## src/rtl/jt1943_main_glue.sv

```systemverilog
// jt1943_main_glue: glue logic around the 1943 main Z80.
// Covers address decode, control registers, the cabinet input and data-in
// multiplexers, banked ROM address, VBL interrupt, wait states and the
// protection device.
// Optional build macro CHEAT_INVINCIBLE_EN: when defined, a RAM read at
// F206/F286 returns 40 while cheat_invincible is high.
module jt1943_main_glue (
    input  logic        clk,
    input  logic        t80_rst_n,
    input  logic        cen6,
    input  logic [15:0] A,
    input  logic        mreq_n,
    input  logic        rfsh_n,
    input  logic        rd_n,
    input  logic        wr_n,
    input  logic        m1_n,
    input  logic        iorq_n,
    input  logic [7:0]  cpu_dout,
    output logic [7:0]  cpu_din,
    output logic        wait_n,
    output logic        int_n,
    input  logic [8:0]  V,
    input  logic        LVBL,
    input  logic [7:0]  char_dout,
    input  logic [7:0]  ram_dout,
    input  logic [7:0]  rom_data,
    input  logic        char_wait,
    input  logic        rom_ok,
    input  logic [6:0]  joystick1,
    input  logic [6:0]  joystick2,
    input  logic [1:0]  start_button,
    input  logic [1:0]  coin_input,
    input  logic [7:0]  dipsw_a,
    input  logic [7:0]  dipsw_b,
    input  logic        cheat_invincible,
    output logic        rom_cs,
    output logic        ram_cs,
    output logic        char_cs,
    output logic        snd_latch_cs,
    output logic        OKOUT,
    output logic [1:0]  scr1posh_cs,
    output logic [1:0]  scr2posh_cs,
    output logic [17:0] rom_addr,
    output logic [7:0]  scrposv,
    output logic        CHON,
    output logic        SC1ON,
    output logic        SC2ON,
    output logic        OBJON,
    output logic        flip,
    output logic        sres_b,
    output logic        coin_cnt
);

    logic       in_cs, bank_cs, secwr_cs, scrposv_cs, gfxen_cs;
    logic [2:0] bank;
    logic [7:0] prot, sec_out, cab_in, ram_data;
    logic       int_rqb, int_rqb_last, irq_ack;
    logic       mw0, mw1, rom_cs_last;
    logic       unused_sig;

`ifdef CHEAT_INVINCIBLE_EN
    assign ram_data   = (cheat_invincible && (A == 16'hF206 || A == 16'hF286)) ? 8'h40 : ram_dout;
    assign unused_sig = ^{V[8], V[4:0], rd_n};
`else
    assign ram_data   = ram_dout;
    assign unused_sig = ^{V[8], V[4:0], rd_n, cheat_invincible};
`endif

    // Memory map decode; refresh cycles never select anything
    always_comb begin
        rom_cs = 1'b0; ram_cs = 1'b0; char_cs = 1'b0; in_cs = 1'b0;
        snd_latch_cs = 1'b0; bank_cs = 1'b0; OKOUT = 1'b0; secwr_cs = 1'b0;
        scr1posh_cs = 2'b00; scr2posh_cs = 2'b00; scrposv_cs = 1'b0; gfxen_cs = 1'b0;
        if (rfsh_n && !mreq_n) begin
            case (A[15:13])
                3'b110: begin
                    case (A[12:11])
                        2'b00: in_cs = 1'b1;
                        2'b01: begin
                            case (A[2:0])
                                3'd0: snd_latch_cs = 1'b1;
                                3'd4: bank_cs      = 1'b1;
                                3'd6: OKOUT        = 1'b1;
                                3'd7: secwr_cs     = 1'b1;
                                default: ;
                            endcase
                        end
                        2'b10: char_cs = 1'b1;
                        default: begin
                            if (!A[3] && !wr_n) begin
                                case (A[2:0])
                                    3'd0: scr1posh_cs = 2'b01;
                                    3'd1: scr1posh_cs = 2'b10;
                                    3'd2: scrposv_cs  = 1'b1;
                                    3'd3: scr2posh_cs = 2'b01;
                                    3'd4: scr2posh_cs = 2'b10;
                                    3'd6: gfxen_cs    = 1'b1;
                                    default: ;
                                endcase
                            end
                        end
                    endcase
                end
                3'b111:  ram_cs = 1'b1;
                default: rom_cs = 1'b1;
            endcase
        end
    end

    // Video/sound control registers and the protection latch
    always_ff @(posedge clk or negedge t80_rst_n) begin
        if (!t80_rst_n) begin
            CHON <= 1'b0; flip <= 1'b0; sres_b <= 1'b1; bank <= 3'd0; coin_cnt <= 1'b0;
            scrposv <= 8'd0; OBJON <= 1'b0; SC2ON <= 1'b0; SC1ON <= 1'b0; prot <= 8'd0;
        end else if (cen6) begin
            if (bank_cs && !wr_n) begin
                CHON     <= cpu_dout[7];
                flip     <= cpu_dout[6];
                sres_b   <= ~cpu_dout[5];
                bank     <= cpu_dout[4:2];
                coin_cnt <= cpu_dout[1] | cpu_dout[0];
            end
            if (scrposv_cs) scrposv <= cpu_dout;
            if (gfxen_cs) {OBJON, SC2ON, SC1ON} <= cpu_dout[6:4];
            if (secwr_cs && !wr_n) prot <= cpu_dout;
        end
    end

    // Protection device answer table
    always_comb begin
        case (prot)
            8'h24:   sec_out = 8'h1D;
            8'h60:   sec_out = 8'hF7;
            8'h01:   sec_out = 8'hAC;
            8'h55:   sec_out = 8'h50;
            8'h56:   sec_out = 8'hE2;
            8'h97:   sec_out = 8'h5D;
            default: sec_out = 8'h00;
        endcase
    end

    // Cabinet inputs, all active-low
    always_comb begin
        case (A[2:0])
            3'd0:    cab_in = {coin_input, 2'b11, ~LVBL, 1'b1, start_button};
            3'd1:    cab_in = {1'b1, joystick1};
            3'd2:    cab_in = {1'b1, joystick2};
            3'd3:    cab_in = dipsw_a;
            3'd4:    cab_in = dipsw_b;
            3'd7:    cab_in = sec_out;
            default: cab_in = 8'hFF;
        endcase
    end

    // CPU data-in: ROM is the fallback source
    always_comb begin
        case ({ram_cs, char_cs, in_cs})
            3'b100:  cpu_din = ram_data;
            3'b010:  cpu_din = char_dout;
            3'b001:  cpu_din = cab_in;
            default: cpu_din = rom_data;
        endcase
    end

    // Banked ROM: upper half of the CPU map lands at 8000 + bank*4000
    always_comb begin
        rom_addr[13:0] = A[13:0];
        if (!A[15]) rom_addr[17:14] = {3'b000, A[14]};
        else        rom_addr[17:14] = 4'd2 + {1'b0, bank};
    end

    assign irq_ack = !iorq_n && !m1_n;

    // VBL interrupt: request on falling edge of int_rqb, ack wins ties
    always_ff @(posedge clk or negedge t80_rst_n) begin
        if (!t80_rst_n) begin
            int_rqb <= 1'b1; int_rqb_last <= 1'b1; int_n <= 1'b1;
        end else if (cen6) begin
            int_rqb      <= LVBL && (V[7:5] != 3'd3);
            int_rqb_last <= int_rqb;
            if (irq_ack)                     int_n <= 1'b1;
            else if (int_rqb_last && !int_rqb) int_n <= 1'b0;
        end
    end

    // Wait states: one lost cycle per M1, stall after a new ROM select until rom_ok
    always_ff @(posedge clk or negedge t80_rst_n) begin
        if (!t80_rst_n) begin
            mw0 <= 1'b1; mw1 <= 1'b1; wait_n <= 1'b1; rom_cs_last <= 1'b0;
        end else begin
            mw0         <= mw1 ? m1_n : 1'b1;
            rom_cs_last <= rom_cs;
            if (cen6) mw1 <= mw0;
            if ((char_wait && char_cs) || (rom_cs && !rom_cs_last) || !mw1) wait_n <= 1'b0;
            else if (rom_ok) wait_n <= 1'b1;
        end
    end

endmodule

```

## config.mk

```make
export PLATFORM = sky130hd
export DESIGN_NAME = jt1943_main_glue
export DESIGN_NICKNAME = d
export VERILOG_FILES = /design/src/rtl/jt1943_main_glue.sv
export SDC_FILE = /design/constraint.sdc
export NUM_CORES = 1
export LEC_CHECK = 0
export CAP_MARGIN = 25
export CORE_MARGIN = 10
export CORE_UTILIZATION = 34
export CTS_CLUSTER_DIAMETER = 200
export DETAILED_ROUTE_END_ITERATION = 8
export GPL_TIMING_DRIVEN = 0
export MAX_ROUTING_LAYER = met4
export PLACE_DENSITY = 0.78
export SLEW_MARGIN = 10
export SYNTH_ARGS = -nofsm -noshare
export SYNTH_HDL_FRONTEND = slang
export SYNTH_SLANG_ARGS = --single-unit
```

## constraint.sdc

```tcl
create_clock -name clk -period 1.76 [get_ports clk]
set_input_delay 0.264 -clock clk [delete_from_list [all_inputs] [get_ports clk]]
set_output_delay 0.264 -clock clk [all_outputs]
set_load 0.01 [all_outputs]
```

==> out/results.tsv, run 1 <==
metric	value	unit
failing checks	negative setup slack	
routed length per instance	18.63	microns
DR WL met2	4901	microns
Vias	2975	
number of synthesized flops with an enable pin	0	
TritonCTS clock tree	yes	
TritonCTS Buffers	5	
length in cells of the worst reg-to-reg path	3	
worst hold path type	in -> async	
dpl cells	524	
Crit Path Max Fanout	4	
synthesis warning total	0	
first-pass GRT wire length	15970	microns
Max Cap Viol	0	
met3 routed WL	945	microns
number of port buffers	136	
register area share after synthesis	32.74	%
row count	31	
H-tree Lvls	2	
crit end category	output port	
pwr dens	477.0	nW/um^2
synthesis-stage register bit count	33	
Setup WS post-layout	-666.4	ps
Yosys top cell area share	25.53	%
worst-margin pin slew	690.2	ps
Die Wd	106.6	microns
RD Place Congestion	0.8601	
dpl ws	-1445	ps
Worst EP arrival	2160	ps
RR Startpoint	prot[2]$_DFFE_PN0P_	
outcome	complete, but fails checks	
Core Region	7253	sq um
top post-synthesis cells by area	dfrtp_1 (26%), mux2_2 (14%), dfstp_2 (7.2%), o21ai_0 (4.7%), buf_4 (4.1%)	
P&R area growth vs syn	80.71	%
P_leak	0.001962	uW
critical path class	reg -> out	
RSZ-0062 raised after global routing	true	
Yosys cell types	54	
WL final	10510	microns
CTS clk-pin slew, worst paths	70	ps
Setup Viol. Count Final	8	
root buffer cell	clkbuf_8	
gr ovfl total	0	
Layout Cell Area excl Fill	4606	sq um
vias in the first global route	3067	
Total Nets Final	569	
Placed Area	4086	sq um
gr usage total	17.75	%
# DRC	0	
starting DRC count in detailed routing	157	
worst hold slack	20.03	ps
Req. time, crit path	1500	ps
Final Critical Period	2426	ps
r2r setup slk	730	ps
largest net degree at the start of global routing	34	
Most used DFF post-synth	dfrtp_1	
via density per instance	5.275	
Mapped Area	2549	sq um
worst clock skew	0.09567	ps
initial antenna violation count	0	
drt pass-1 iters	4	
Tcrit/Tclk final	137.9	%
fmax	412.1	MHz
die height	106.6	microns
Clock Sink Count	33	
Non-Filler Instances	564	
Top Registers	prot (8), scrposv (8), bank (3)	
Max Slew Vio Count	0	
Post-DRT Antenna Nets	0	
Slew Limit Headroom	53.99	%
Syn Area/Cell	8.819	sq um
total power	2197	uW
CP max stage cell	dfrtp_2	
worst r2r dst	prot[2]$_DFFE_PN0P_	
hpwl dp	7910	microns
clk_lat worst skew	280	ps
CP Launch Type	flip-flop	
DIE AREA	11360	sq um
Metal-1 WL	4326	microns
syn nets	394	
diode count	0	
cells after synthesis	289	
Starting Density	35.14	%
final-report hold violation count	0	
slowest stage delay, CP	430	ps
critical-path cell list	nand4b_1 -> or3b_1 -> a211oi_2 -> buf_4 -> o21ai_2 -> a31oi_2 -> buf_2	
Top Ports	156	
ys async rst share	100.0	%
maximum vdd drop	0.0004953	V
Max clock buf depth	2	
post-synth top area cell	dfrtp_1	
Max Used Layer	met4	
layout cells sized above 1	35.70	%
[per-layer routing]
layer / track usage (%) / vias up
li1: - / 1398
met1: 21.45 / 1402
met2: 27.35 / 153
met3: 4.850 / 22
met4: 7.350 / 0
met5: - / -
[cell usage after synthesis (all sizes together), types with 4 or more instances]
cell / n
nor4: 5
nor3: 11
inv: 8
clkbuf: 11
o21ai: 24
nand4b: 4
nand2: 26
dfstp: 7
mux2i: 6
dfrtp: 26
mux2: 31
a21oi: 14
nor2b: 6
a31oi: 4
a211oi: 8
nand2b: 9
buf: 22
nor2: 21
[through the flow]
step	TNS, ps	utilization [%]
floorplan	-269.4	-
global placement	-37790	56.41
detailed placement	-34650	56.34
CTS	-3697	62.70
global route	-4895	63.50
finish	-4076	63.50
[worst max-delay path by stage]
stage,slack (ps),cells after the start,from,to
2_1_floorplan,-90,5,prot[3]$_DFFE_PN0P_,cpu_din[0]
3_3_place_gp,-1390,7,A[15],cpu_din[0]
3_5_place_dp,-1450,7,A[15],cpu_din[0]
4_1_cts,-620,7,prot[5]$_DFFE_PN0P_,cpu_din[5]
5_1_grt,-770,7,prot[5]$_DFFE_PN0P_,cpu_din[5]
6_report,-670,7,prot[5]$_DFFE_PN0P_,cpu_din[5]
[cells by family after synthesis]
group,share of synthesized area [%]
simple gates,22.98
compound gates,18.46
buf+inv,8.935
mux,16.05
flops,32.74
xor+xnor,0.3437
fa+ha+maj,0.4908
[cell usage in the layout, fill, tap and decap left out, types with 6 or more instances in the layout]
cell	netlist	routed
mux2_2	31	31
o21ai_0	24	18
inv_1	8	7
nand2b_1	9	8
clkdlybuf4s50_1	0	108
dfrtp_1	26	21
a21oi_1	14	13
nor2_1	21	21
buf_2	4	15
dlygate4sd2_1	0	7
clkbuf_8	0	8
mux2i_1	6	6
buf_4	14	41
buf_6	2	10
dfstp_2	7	7
nand2_1	26	25
a211oi_1	8	6
clkbuf_2	1	7
[what timing repair did]
item,in CTS,in global routing
setup buffers,28,7
hold buffers,0,0
cloned,1,0
endpoints found under the setup margin,48,30
gates resized for setup,128,20
pin swaps,26,15
[report_power, final]
group / switching, uW / internal (uW) / total (uW)
sequential: 16.1 / 800 / 816
combinational: 275 / 378 / 653
clock: 268 / 460 / 728
[worst max-delay path: cells and delay by family (launching register included)]
| kind | cells | cell delay, ps |
|---|---|---|
| AOI/OAI and AO/OA | 3 | 530 |
| and+or+nand+nor | 2 | 600 |
| DFF | 1 | 430 |
| buffers and inverters | 2 | 330 |
[final cells by class]
type	count	area, sq um
well taps	99	123.9
inverters	8	33.78
fillers	585	2648
flip-flops and latches	33	840.8
multi-input cells	215	1675
clock buffers	6	82.58
plain buffers	32	257.7
repair buffers	169	1554
clock inverters	2	37.54
No activity file was read; power rests on OpenSTA's default activity.
==> run 2: changes to the inputs <==
CTS_CLUSTER_SIZE = 8   (was not set)
GPL_TIMING_DRIVEN = not set   (was 0)
==> run 2 against run 1 <==
The run still ends with negative setup slack left. Global-route usage grew 0.66 points. Routed wire length is 2.2% higher. Cell count up 3.0%. Non-clock buffer count grew 17.
==> out/results.tsv, run 2 (same netlist as run 1, synthesis figures left out) <==
metric	value	unit
CTS Hold Bufs	0	
Sw Share	25.54	%
hpwl dp	8335	microns
die height	106.6	microns
Post-DRT Antenna Nets	0	
Max Slew Vio Count	0	
TritonCTS Buffers	5	
Top Registers	prot (8), scrposv (8), bank (3)	
gr ovfl total	0	
worst r2r dst	prot[4]$_DFFE_PN0P_	
Die Wd	106.6	microns
RR Startpoint	prot[4]$_DFFE_PN0P_	
Total Neg Setup Slack	-3547	ps
diode count	0	
Total Nets Final	586	
WL final	10740	microns
row count	31	
worst hold path type	in -> async	
via density per instance	5.133	
Setup WS post-layout	-540.7	ps
final-report hold violation count	0	
clk_lat worst skew	280	ps
CTS clk-pin slew, worst paths	70	ps
slowest stage delay, CP	420	ps
drt pass-1 iters	4	
largest net degree at the start of global routing	34	
Max clock buf depth	2	
number of port buffers	133	
Clock Sink Count	33	
most frequent cells in the layout	clkdlybuf4s50_1 (104), buf_4 (70), mux2_2 (30)	
length in cells of the worst reg-to-reg path	2	
starting DRC count in detailed routing	147	
Final Util	65.93	%
root buffer cell	clkbuf_8	
Fillers	592	
failing checks	negative setup slack	
Top Ports	156	
Tcrit/Tclk final	130.7	%
RSZ-0062 raised after global routing	true	
Setup Viol. Count Final	8	
origin of the worst setup path	prot[5]$_DFFE_PN0P_	
Final Critical Period	2301	ps
DIE AREA	11360	sq um
CP max stage cell	or3b_4	
RD Place Congestion	0.8860	
Req. time, crit path	1500	ps
worst clock skew	1.945	ps
Vias	2982	
Worst EP arrival	2040	ps
Slew Limit Headroom	72.14	%
Comb pwr share	30.3	%
r2r setup slk	790	ps
layout cells sized above 1	39.83	%
critical path class	reg -> out	
pwr dens	464.5	nW/um^2
dpl cells	559	
P&R area growth vs syn	87.63	%
first-pass GRT wire length	16600	microns
Core Region	7253	sq um
vias in the first global route	3360	
gr usage total	18.41	%
Internal Pwr Total	1654	uW
fmax	434.7	MHz
P_leak	0.002058	uW
most common cell after layout, fill and taps aside	clkdlybuf4s50_1	
switching pwr	567.3	uW
critical-path cell list	nand4b_1 -> or3b_4 -> a211oi_4 -> o21ai_1 -> a31oi_2 -> buf_2	
routed length per instance	18.48	microns
worst-margin pin slew	415.5	ps
Max Cap Viol	0	
Crit Path Max Fanout	3	
crit end category	output port	
outcome	complete, but fails checks	
Clock power frac	33.0	%
maximum vdd drop	0.0006374	V
Starting Density	35.14	%
H-tree Lvls	2	
Non-Filler Instances	581	
initial antenna violation count	0	
# DRC	0	
sequential power share	36.8	%
CP Launch Type	flip-flop	
TritonCTS clock tree	yes	
crit path to	cpu_din[7]	
-- run 2: changes by cell type in the layout (fill, tap and decap cells not counted), moves of 4 or more --
cell | previous run | this run
clkbuf_2 | 7 | 3
clkdlybuf4s15_2 | 0 | 4
clkdlybuf4s50_1 | 108 | 104
buf_4 | 41 | 70
buf_6 | 10 | 16
-- run 2: layer usage --
layer | vias up | GRT usage (%) | wire [microns]
li1 | 1426 | - | -
met2 | 131 | 30.99 | 5256
met3 | 31 | 4.611 | 762
met5 | - | - | 0
met4 | 0 | 8.607 | 404
met1 | 1394 | 20.02 | 4312
-- run 2: area by class of cell --
class | count | area [sq um] | area share (%)
clock buffers | 6 | 82.58 | 1.727
multi-input cells | 215 | 1720 | 35.98
flip-flops and latches | 33 | 838.3 | 17.53
inverters | 8 | 30.03 | 0.6279
clock inverters | 2 | 37.54 | 0.7849
well taps | 99 | 123.9 | 2.590
repair buffers | 218 | 1949 | 40.76
-- run 2: worst min path at each step --
stage | cells after the start | startpoint | endpoint | slack [ps]
floorplan | 0 | t80_rst_n | CHON$_DFFE_PN0P_ | -30
global placement | 1 | mw1$_DFFE_PN1P_ | mw0$_DFF_PN1_ | 450
detailed placement | 1 | mw1$_DFFE_PN1P_ | mw0$_DFF_PN1_ | 460
CTS | 2 | t80_rst_n | scrposv[4]$_DFFE_PN0P_ | 380
global route | 2 | t80_rst_n | scrposv[6]$_DFFE_PN0P_ | 410
finish | 2 | t80_rst_n | scrposv[6]$_DFFE_PN0P_ | 370
-- run 2: power by group through the flow --
stage / sequential, uW / clock (uW) / combinational [uW]
final: 817 / 732 / 672
after global routing: 822 / 776 / 723
after CTS: 817 / 749 / 657
after detailed placement: 828 / 0 / 631
after global placement: 827 / 0 / 620
after floorplan: 831 / 0 / 241
-- run 2: stage by stage --
stage	setup WS, ps	total power, uW	hold WS, ps	area, sq um
after CTS	-527.2	2223	379.6	4722
after global placement	-977.1	1447	449.9	4385
after global routing	-633.6	2320	406.2	4782
after detailed placement	-968.7	1459	463.8	4385
after floorplan	-91.24	1072	-31.59	2606
final	-540.7	2221	369.9	4782
-- run 2: timing repair --
item                       4_1_cts  5_1_grt
setup endpoints to repair       50       33
pin swaps                       24       17
gates resized for setup        133       19
buffers inserted                14        2
cloned                           1        0
-- run 2: critical path, delay by kind of cell (launching register included) --
family          cells  cell delay, ps
simple gates        2             640
compound gates      3             560
buf+inv             1             150
flops               1             400
